## src/rtl/aes_wddl_pkg.sv

```systemverilog
// Shared types and defaults for the WDDL AES round sequencer.
package aes_wddl_pkg;

    localparam int unsigned AES128_NR         = 10;
    localparam int unsigned DEFAULT_RW        = 4;
    localparam int unsigned DEFAULT_PRECH_CYC = 1;

    typedef enum logic [2:0] {
        StIdle,
        StLoad,
        StPre,
        StWaitk,
        StEval,
        StFin
    } state_e;

    typedef struct packed {
        logic ld_r;
        logic prech;
        logic eval;
        logic kx_req;
        logic busy;
        logic done;
    } ctrl_t;

endpackage

```

## src/rtl/aes_round_ctrl_wddl.sv

```systemverilog
// Round sequencer for the WDDL AES datapath: alternates precharge/evaluate per round
// and handshakes with key expansion before every evaluate phase.
module aes_round_ctrl_wddl
    import aes_wddl_pkg::*;
#(
    parameter int unsigned NR        = AES128_NR,
    parameter int unsigned RW        = DEFAULT_RW,
    parameter int unsigned PRECH_CYC = DEFAULT_PRECH_CYC
) (
    input  logic          clk,
    input  logic          rst,
    input  logic          ld,
    input  logic          kx_ready,
    output logic          ld_r,
    output logic          prech,
    output logic          eval,
    output logic          kx_req,
    output logic [RW-1:0] round,
    output logic          busy,
    output logic          done
);

    localparam int unsigned   CW        = (PRECH_CYC > 1) ? $clog2(PRECH_CYC) : 1;
    localparam logic [CW-1:0] CntLast   = CW'(PRECH_CYC - 1);
    localparam logic [RW-1:0] RoundLast = RW'(NR);

    state_e        state_q, state_d;
    logic [CW-1:0] cnt_q, cnt_d;
    logic [RW-1:0] round_q, round_d;
    ctrl_t         ctrl_q, ctrl_d;
    logic          pre_last;

    always_ff @(posedge clk or posedge rst) begin
        if (rst) begin
            state_q <= StIdle;
            cnt_q   <= '0;
            round_q <= '0;
            ctrl_q  <= '0;
        end else begin
            state_q <= state_d;
            cnt_q   <= cnt_d;
            round_q <= round_d;
            ctrl_q  <= ctrl_d;
        end
    end

    assign pre_last = (state_q == StPre) && (cnt_q == CntLast);

    // kx_ready only matters on the last precharge cycle and while waiting for the key.
    always_comb begin
        state_d = state_q;
        cnt_d   = '0;
        round_d = round_q;
        unique case (state_q)
            StIdle: begin
                if (ld) begin
                    state_d = StLoad;
                    round_d = '0;
                end
            end
            StLoad: state_d = StPre;
            StPre: begin
                if (pre_last) begin
                    state_d = kx_ready ? StEval : StWaitk;
                end else begin
                    cnt_d = cnt_q + 1'b1;
                end
            end
            StWaitk: begin
                if (kx_ready) begin
                    state_d = StEval;
                end
            end
            StEval: begin
                if (round_q == RoundLast) begin
                    state_d = StFin;
                end else begin
                    state_d = StPre;
                    round_d = round_q + 1'b1;
                end
            end
            StFin:   state_d = StIdle;
            default: state_d = StIdle;
        endcase
    end

    // Decoded from the next state so every output is a flop aligned with state_q.
    always_comb begin
        ctrl_d = '0;
        unique case (state_d)
            StLoad: begin
                ctrl_d.ld_r   = 1'b1;
                ctrl_d.prech  = 1'b1;
                ctrl_d.kx_req = 1'b1;
                ctrl_d.busy   = 1'b1;
            end
            StPre, StWaitk: begin
                ctrl_d.prech  = 1'b1;
                ctrl_d.kx_req = 1'b1;
                ctrl_d.busy   = 1'b1;
            end
            StEval: begin
                ctrl_d.eval = 1'b1;
                ctrl_d.busy = 1'b1;
            end
            StFin: begin
                ctrl_d.prech = 1'b1;
                ctrl_d.busy  = 1'b1;
                ctrl_d.done  = 1'b1;
            end
            default: ctrl_d = '0;
        endcase
    end

    assign ld_r   = ctrl_q.ld_r;
    assign prech  = ctrl_q.prech;
    assign eval   = ctrl_q.eval;
    assign kx_req = ctrl_q.kx_req;
    assign busy   = ctrl_q.busy;
    assign done   = ctrl_q.done;
    assign round  = round_q;

endmodule

```

## config.mk

```make
export PLATFORM = sky130hd
export DESIGN_NAME = aes_round_ctrl_wddl
export DESIGN_NICKNAME = d
export VERILOG_FILES = /design/src/rtl/aes_wddl_pkg.sv /design/src/rtl/aes_round_ctrl_wddl.sv
export SDC_FILE = /design/constraint.sdc
export NUM_CORES = 1
export LEC_CHECK = 0
export BUFFER_PORTS_ARGS = -buffer_cell sky130_fd_sc_hd__buf_4
export CAP_MARGIN = 15
export CORE_MARGIN = 2
export CORE_UTILIZATION = 40
export CTS_BUF_LIST = sky130_fd_sc_hd__clkbuf_8
export CTS_CLUSTER_SIZE = 28
export DETAILED_ROUTE_END_ITERATION = 12
export GPL_TIMING_DRIVEN = 0
export PLACE_DENSITY = 0.66
export SLEW_MARGIN = 20
export SYNTH_ARGS = -nofsm -noshare
export SYNTH_HDL_FRONTEND = slang
export SYNTH_SLANG_ARGS = --single-unit
```

## constraint.sdc

```tcl
create_clock -name clk -period 1.9 [get_ports clk]
set_clock_uncertainty 0.1 [all_clocks]
set_input_delay 0.57 -clock clk [delete_from_list [all_inputs] [get_ports clk]]
set_output_delay 0.57 -clock clk [all_outputs]
set_load 0.01 [all_outputs]
```

==> results of run 1 <==
-- through the flow --
step | instances | setup WS [ps] | utilization (%) | instance area (sq um)
global placement | 92 | 436 | 50.7 | 773
floorplan | 63 | 496 | - | 656
finish | 96 | 378 | 54.4 | 828
CTS | 96 | 374 | 54.4 | 828
detailed placement | 92 | 442 | 50.7 | 773
global route | 96 | 318 | 54.4 | 828
-- power breakdown --
part	internal, uW	leakage, uW	total [uW]	switching, uW
registers	393	0.000177	473	80.2
clock network	184	0.0000288	292	108
logic	213	0.000200	444	230
-- cell families (layout without fill, tap and decap cells) --
logic type,after synthesis,in the layout
AND/OR/NAND/NOR,22,22
AO/OA/AOI/OAI,16,16
flip-flops,14,14
buffers and inverters,7,24
adder cells (fa/ha/maj),2,2
other,1,1
multiplexers,1,1
-- synthesized netlist by cell type (2+ instances only) --
library cell / n
nor2_1: 4
o21ai_2: 2
nand2b_1: 3
o31ai_1: 3
o311ai_0: 2
inv_1: 5
o21ai_0: 6
dfrtp_1: 14
nor3_1: 2
nor2b_1: 2
ha_1: 2
nand3_1: 4
nand2_1: 2
-- area by class of cell --
class,instances,area [sq um]
Buffer,2,16.3
Clock buffer,4,55.1
Fill cell,149,696
Inverter,5,18.8
Multi-Input combinational cell,42,270
Sequential cell,14,350
Tap cell,16,20.0
Timing Repair Buffer,13,97.6
-- flip-flops by register name, summed over array words and instances (netlist names) --
register  count
round         4
state_q       3
busy          1
cnt_q         1
done          1
eval          1
kx_req        1
ld_r          1
prech         1
-- per-layer routing --
layer / routed length [um] / up-vias / global-route usage [%] / share of wire (%)
li1: - / 258 / - / -
met1: 591 / 241 / 20.9 / 49
met4: 21 / 0 / 10.9 / 1.8
met5: 0 / - / 0 / 0
met2: 545 / 8 / 18.8 / 45
met3: 40 / 4 / 3.67 / 3.3
-- placed cells by master, fill, tap and decap left out, drive strengths merged --
master / synthesis / routed
buf: 2 / 15
dfrtp: 14 / 14
o21ai: 8 / 8
inv: 5 / 5
nor2: 4 / 4
nand3: 4 / 4
clkbuf: 0 / 4
nand2b: 3 / 3
o31ai: 3 / 3
o311ai: 2 / 2
nor3: 2 / 2
nand2: 2 / 2
nor2b: 2 / 2
ha: 2 / 2
nand3b: 1 / 1
nand4: 1 / 1
or2: 1 / 1
mux2i: 1 / 1
a32oi: 1 / 1
or3: 1 / 1
and3: 1 / 1
a221oi: 1 / 1
a21oi: 1 / 1
conb: 1 / 1
-- worst max-delay path by stage --
stage                     slack [ps]  cells past startpoint         end  startpoint
after floorplan                  500                      5  state_q[2]    round[0]
after CTS                        370                      1    round[1]    round[1]
after global placement           440                      4  state_q[0]  state_q[1]
after detailed placement         440                      4  state_q[0]  state_q[1]
final                            380                      1    round[1]    round[1]
after global routing             320                      5  state_q[2]    round[0]
==> metrics.yaml, run 1 <==
cts:
  cts.sinks: 14
  numCtsBuffers: 3
  post_cts_resized: 0
  hold_buffers: 0
  clock_latency_ps: 240
  clockBufferDepth: 2
  cts_tree: "yes"
  root_buffer: "clkbuf_8"
  cts_setup_buffers: 0
  htree_levels: 1
  clkTransAtPathRegs_ps: 60
routing:
  dr.pass1.iters: 4
  drt_iter0_drc: 11
  ant_nets: 0
  wl_per_cell_um: 12.5
  wl_mm: 1.20
  viasPerCell: 5.32
  num_vias: 511
  drc: 0
worst_setup_path:
  rr_endpoint: "state_q[0]"
  slowest_stage: "dfrtp_1"
  crit_chain: "buf_4"
  crit_buf_inv: 1
  crit_fanout: 6
  timing.rr.start: "round[0]"
  crit_arrival_ps: 850
  critPathCaptureType: "output pin"
  critPathMaxStageDelay_ps: 440
  cp-start-kind: "flop"
  r2r_setup_slack_ps: 420
  worstSetupPathType: "flop to output pin"
  cpLargestDelayFamily: "flip-flops"
  rr_worst_depth: 5
  crit_required_ps: 1230
pwr:
  peakVddDrop_uv: 736
  powerDensity_nw_per_um2: 1460
  power_uw: 1210
  p_leak_uw: 0.000406
global_routing:
  grt_pass1_wl_mm: 2.00
  grt_use_total_pct: 14.7
  grt_pass1_vias: 446
  antenna_found_initial: 0
  grt_overflow: 0
  grt_max_degree: 15
timing:
  hold_ws_ps: 257
  layout_min_cycle_time_ps: 1520
  hold_viol_final: 0
  relSlewSlack_pct: 65.4
  fin_setup_tns_ps: 0
  rsz0062_at_grt: "no"
  tightest_slew_ps: 518
  timing.fmax_ghz: 0.657
  setup_viol: 0
  post-route-period-util_pct: 80.1
  drv_slew: 0
yosys:
  yosysTopAreaCellShare_pct: 53.4
  synth_mux_area_share_pct: 1.53
  synth_compound_area_share_pct: 16.8
  syn_area_per_cell_sq_um: 10.4
  yosys.area.top_type: "dfrtp_1"
  synth_edf_count: 0
  synth_top_family_by_area: "simple AND/OR/NAND/NOR gates"
  ys.flop_type: "dfrtp_1"
  synth_area_sq_um: 656
  synth-adder-area-share_pct: 3.82
  synth_xor_area_share_pct: 0
  synthTopCellsByArea: "dfrtp_1 (53%), o21ai_0 (4.6%), ha_1 (3.8%)"
  syn_inst: 63
  ys_async_sr_fraction_pct: 100
  yosysWarnings: 0
  ys_ff_latch: 14
  synth-simple-area-share_pct: 18.5
  ys_seq_area_share_pct: 53.4
  syn-num-nets: 69
  synth_cell_types: 25
floorplan:
  start_util_pct: 43.0
  core_area_sq_um: 1520
  die_h_um: 44.5
  ios: 14
  num_rows: 14
  die_w_um: 44.5
  die_area_sq_um: 1980
cells_and_area:
  syn_to_final_growth_pct: 26.3
  n_antenna_cell: 0
  drive_gt1_share_pct: 27.5
  nNetsFinal: 87
min_path:
  holdCritPathClass: "primary input to asynchronous set/reset pin"
place:
  numPortBuffers: 13
  hpwl_um: 865
  gp_congestion: 0.839
run:
  maxCapViolCount: 0
outcome:
  status: "finished, final reports clean"
Note: power is estimated with default switching activity, not from simulation.
==> inputs of run 2 (changes only) <==
Settings changed: PLACE_DENSITY 0.66 to 0.68.
Clock period 1.9 ns to 1.3 ns, I/O delays scaled along.
==> metrics.yaml, run 2 (same netlist as run 1, synthesis figures left out) <==
worst_setup_path:
  rr_worst_depth: 4  # -1
  rr_endpoint: "state_q[0]"
  crit_fanout: 8  # +2
  crit_arrival_ps: 1490  # +640 ps
  worstSetupPathType: "flop to flop"
  crit_required_ps: 1370  # +140 ps
  timing.rr.start: "state_q[1]"
  cp-startpoint: "state_q[1]"
  r2r_setup_slack_ps: -120  # -540 ps
  critPathCaptureType: "flop"
  cp-start-kind: "flop"
cts:
  htree_levels: 1  # unchanged
  clockBufferDepth: 2  # unchanged
  root_buffer: "clkbuf_8"
  cts_tree: "yes"
  cts.sinks: 14  # unchanged
  hold_buffers: 0  # unchanged
  clock_latency_ps: 240  # about the same
  clkTransAtPathRegs_ps: 60  # about the same
  numCtsBuffers: 3  # unchanged
global_routing:
  grt_max_degree: 15  # unchanged
  grt_overflow: 0  # unchanged
  antenna_found_initial: 0  # unchanged
  grt_pass1_vias: 587  # +32%
  grt_pass1_wl_mm: 2.59  # +30%
  grt_use_total_pct: 17.9  # +3.2 points
routing:
  ant_nets: 0  # unchanged
  num_vias: 608  # +19%
  drt_iter0_drc: 23  # +12
  wl_mm: 1.56  # +30%
  viasPerCell: 5.58  # +4.8%
  wl_per_cell_um: 14.3  # +15%
  dr.pass1.iters: 4  # unchanged
  drc: 0  # unchanged
timing:
  post-route-period-util_pct: 109
  drv_slew: 0  # unchanged
  timing.fmax_ghz: 0.703
  tightest_slew_ps: 530  # +11.5 ps
  rsz0062_at_grt: "yes"
  hold_viol_final: 0  # unchanged
  relSlewSlack_pct: 64.6  # -0.77 points
  setup_viol: 8  # +8
  fin_ws_ps: -122  # -499 ps
  hold_ws_ps: 86.1  # -171 ps
  layout_min_cycle_time_ps: 1420
floorplan:
  num_rows: 14  # unchanged
  die_area_sq_um: 1980  # unchanged
  core_area_sq_um: 1520  # unchanged
  die_w_um: 44.5  # unchanged
  start_util_pct: 43.0  # unchanged
  die_h_um: 44.5  # unchanged
  ios: 14  # unchanged
cells_and_area:
  nFillCells: 101  # -32%
  multi_input_area_sq_um: 352  # +30%
  final-seq-area_sq_um: 353  # +0.71%
  layout_commonest_cell: "buf_4"
  nNetsFinal: 100  # +15%
  utilization_pct: 67.2  # +13 points
  n_antenna_cell: 0  # unchanged
  mostFrequentLayoutCells: "buf_4 (22), dfrtp_1 (12), buf_6 (5)"
  drive_gt1_share_pct: 55.9  # +28 points
  syn_to_final_growth_pct: 56.3
  largest_register_ffs: 4  # unchanged
place:
  numPortBuffers: 13  # unchanged
  gp_congestion: 0.811  # -3.3%
  hpwl_um: 901  # +4.1%
  place_ws_ps: -167  # -608 ps
run:
  maxCapViolCount: 0  # unchanged
min_path:
  holdCritPathClass: "primary input to asynchronous set/reset pin"
outcome:
  status: "complete, but fails checks"
  violations: "negative setup slack"
pwr:
  powerDensity_nw_per_um2: 2150  # +47%
  peakVddDrop_uv: 1220  # +65%
  p_leak_uw: 0.000485  # +19%
[run 2: cell type report]
class	instances	area share (%)
buffer	2	1.59
clock buffer	4	5.37
inverter	5	1.83
multi-input combinational	42	34.3
sequential	14	34.4
tap	16	1.95
timing repair buffer	26	20.5
[run 2: critical path: stages, from the launching register on]
cell,delay (ps)
dfrtp_2,410
or2_1,220
buf_6,140
or3_4,410
o21ai_2,70
[run 2: repair_timing]
action	in CTS	in global routing
hold endpoints to repair	0	0
endpoints found under the setup margin	14	13
gates resized for setup	14	12
pin swaps	3	6
buffers inserted	11	2
[run 2: worst max path at each step]
stage / to / slack, ps / cells past startpoint
after global routing: round[1] / -140 / 6
after CTS: state_q[0] / -110 / 4
after detailed placement: state_q[0] / -170 / 4
after floorplan: state_q[2] / -90 / 5
after global placement: state_q[0] / -150 / 4
final: state_q[0] / -120 / 4
[run 2: per-stage QoR]
stage / power, uW / setup TNS, ps / area (sq um) / instances
floorplan: 1100 / -253 / 656 / 63
global placement: 1340 / -750 / 773 / 92
detailed placement: 1360 / -997 / 773 / 92
CTS: 2070 / -420 / 952 / 107
global route: 2330 / -919 / 1020 / 109
finish: 2200 / -548 / 1020 / 109
[run 2: per-layer routing]
layer	GRT usage, %	vias up	routed length (um)
met5	0	-	0
met4	7.27	0	10
met3	3.67	4	68
met2	27.5	26	773
met1	24.4	296	705
li1	-	282	-
[run 2: power by group]
| group | switching, uW | internal [uW] | total (uW) |
|---|---|---|---|
| clock network | 155 | 268 | 423 |
| logic | 543 | 573 | 1120 |
| registers | 83.5 | 578 | 661 |
==> inputs of run 3 (changes only) <==
==> constraint.sdc (replaced) <==
create_clock -name clk -period 1.3 [get_ports clk]
set_clock_uncertainty 0.1 [all_clocks]
set_input_delay 0.195 -clock clk [delete_from_list [all_inputs] [get_ports clk]]
set_output_delay 0.195 -clock clk [all_outputs]
set_load 0.01 [all_outputs]
==> metrics.yaml, run 3 (same netlist as run 1, synthesis figures left out) <==
pwr:
  p_leak_uw: 0.000471  # -2.8%
  peakVddDrop_uv: 1230  # +1.2%
  powerDensity_nw_per_um2: 2170  # +1.3%
cts:
  clkTransAtPathRegs_ps: 60  # about the same
  cts.sinks: 14  # unchanged
  clock_latency_ps: 240  # about the same
  htree_levels: 1  # unchanged
  numCtsBuffers: 3  # unchanged
  clockBufferDepth: 2  # unchanged
  root_buffer: "clkbuf_8"
  cts_tree: "yes"
cells_and_area:
  largest_register_ffs: 4  # unchanged
  drive_gt1_share_pct: 51.6  # -4.3 points
  mostFrequentLayoutCells: "buf_4 (20), dfrtp_1 (13), buf_6 (4), o21ai_0 (4), clkbuf_8 (4)"
  final-seq-area_sq_um: 352  # -0.35%
  n_antenna_cell: 0  # unchanged
  multi_input_area_sq_um: 334  # -5.0%
  post-route-cell-area_sq_um: 990  # -3.4%
  nFillCells: 113  # +12%
  syn_to_final_growth_pct: 51.0
  nNetsFinal: 98  # -2.0%
  layout_commonest_cell: "buf_4"
worst_setup_path:
  critPathCaptureType: "flop"
  worstSetupPathType: "flop to flop"
  slowest_stage: "dfrtp_1"
  cpLargestDelayFamily: "compound AO/OA/AOI/OAI gates"
  critPathMaxStageDelay_ps: 390  # -20 ps
  crit_arrival_ps: 1420  # -70 ps
  crit_buf_inv: 1  # unchanged
  r2r_setup_slack_ps: -110  # about the same
  crit_chain: "or2_1, buf_6, o31ai_2, o21ai_1"
  cp-start-kind: "flop"
  crit_required_ps: 1310  # -60 ps
  crit_fanout: 8  # unchanged
routing:
  highest_layer: "met4"
  routed-wl-met2_um: 751  # -2.8%
  drc: 0  # unchanged
  wl_met1_um: 700  # -0.71%
  wl_mm: 1.58  # +1.2%
  wl_met3_um: 75  # +10%
  viasPerCell: 5.28  # -5.3%
  drt_iter0_drc: 15  # -35%
  ant_nets: 0  # unchanged
  num_vias: 565  # -7.1%
  wl_per_cell_um: 14.7  # +3.0%
  dr.pass1.iters: 4  # unchanged
global_routing:
  grt_overflow: 0  # unchanged
  grt_pass1_wl_mm: 2.40  # -7.4%
  grt_pass1_vias: 545  # -7.2%
  grt_max_degree: 15  # unchanged
  antenna_found_initial: 0  # unchanged
  grt_use_total_pct: 16.7  # -1.2 points
timing:
  rsz0062_at_grt: "yes"
  fin_ws_ps: -115  # +6.73 ps
  hold_viol_final: 0  # unchanged
  post-route-period-util_pct: 109  # -0.52 points
  timing.fmax_ghz: 0.707  # +0.48%
  relSlewSlack_pct: 66.0  # +1.4 points
  hold_ws_ps: 166  # +79.9 ps
  setup_viol: 6  # -2
  drv_slew: 0  # unchanged
  tightest_slew_ps: 509  # -20.7 ps
  layout_min_cycle_time_ps: 1410  # -6.73 ps
floorplan:
  ios: 14  # unchanged
  die_area_sq_um: 1980  # unchanged
  core_area_sq_um: 1520  # unchanged
  die_w_um: 44.5  # unchanged
  num_rows: 14  # unchanged
  die_h_um: 44.5  # unchanged
  start_util_pct: 43.0  # unchanged
outcome:
  violations: "negative setup slack"
  status: "complete, but fails checks"
min_path:
  holdCritPathClass: "primary input to flop"
place:
  numPortBuffers: 13  # unchanged
  gp_congestion: 0.811  # unchanged
  place_ws_ps: -167  # unchanged
  hpwl_um: 901  # unchanged
  place_area_sq_um: 773  # unchanged
run:
  maxCapViolCount: 0  # unchanged
-- run 3: per-layer routing --
layer	global-route usage, %	vias to the layer above
met3	3.67	8
met4	5.45	0
met1	21.1	261
met2	28.1	19
met5	0	-
li1	-	277
-- run 3: final cells by class --
cell class	count	share of cell area, %
sequential	14	35.5
multi-input combinational	42	33.8
timing repair buffer	24	19.6
clock buffer	4	5.56
tap	16	2.02
inverter	5	1.90
buffer	2	1.64
-- run 3: report_power, final --
group          leakage [uW]  internal, uW  switching, uW
registers          0.000176           578           89.4
logic              0.000266           538            522
clock network     0.0000288           268            156
-- run 3: what timing repair did --
| item | CTS | global route |
|---|---|---|
| endpoints found under the setup margin | 11 | 10 |
| setup buffers | 7 | 3 |
| endpoints found under the hold margin | 14 | 0 |
| pin swaps | 2 | 5 |
| gates resized for setup | 8 | 14 |
| hold buffers | 1 | 0 |
-- run 3: per-stage QoR --
stage / total power [uW] / cells / utilization, % / setup TNS (ps)
floorplan: 1100 / 63 / - / -253
global placement: 1340 / 92 / 50.7 / -750
detailed placement: 1360 / 92 / 50.7 / -997
CTS: 2000 / 104 / 59.7 / -339
global route: 2290 / 107 / 64.9 / -703
finish: 2150 / 107 / 64.9 / -390
-- run 3: final timing paths --
path | cells past startpoint | start | end
max | 4 | state_q[0] | round[2]
min | 2 | ld | ld_r
max reg2reg | 4 | state_q[0] | round[2]
min reg2reg | 2 | state_q[0] | prech
max in group asynchronous | 3 | rst | state_q[1]
min in group asynchronous | 3 | rst | eval
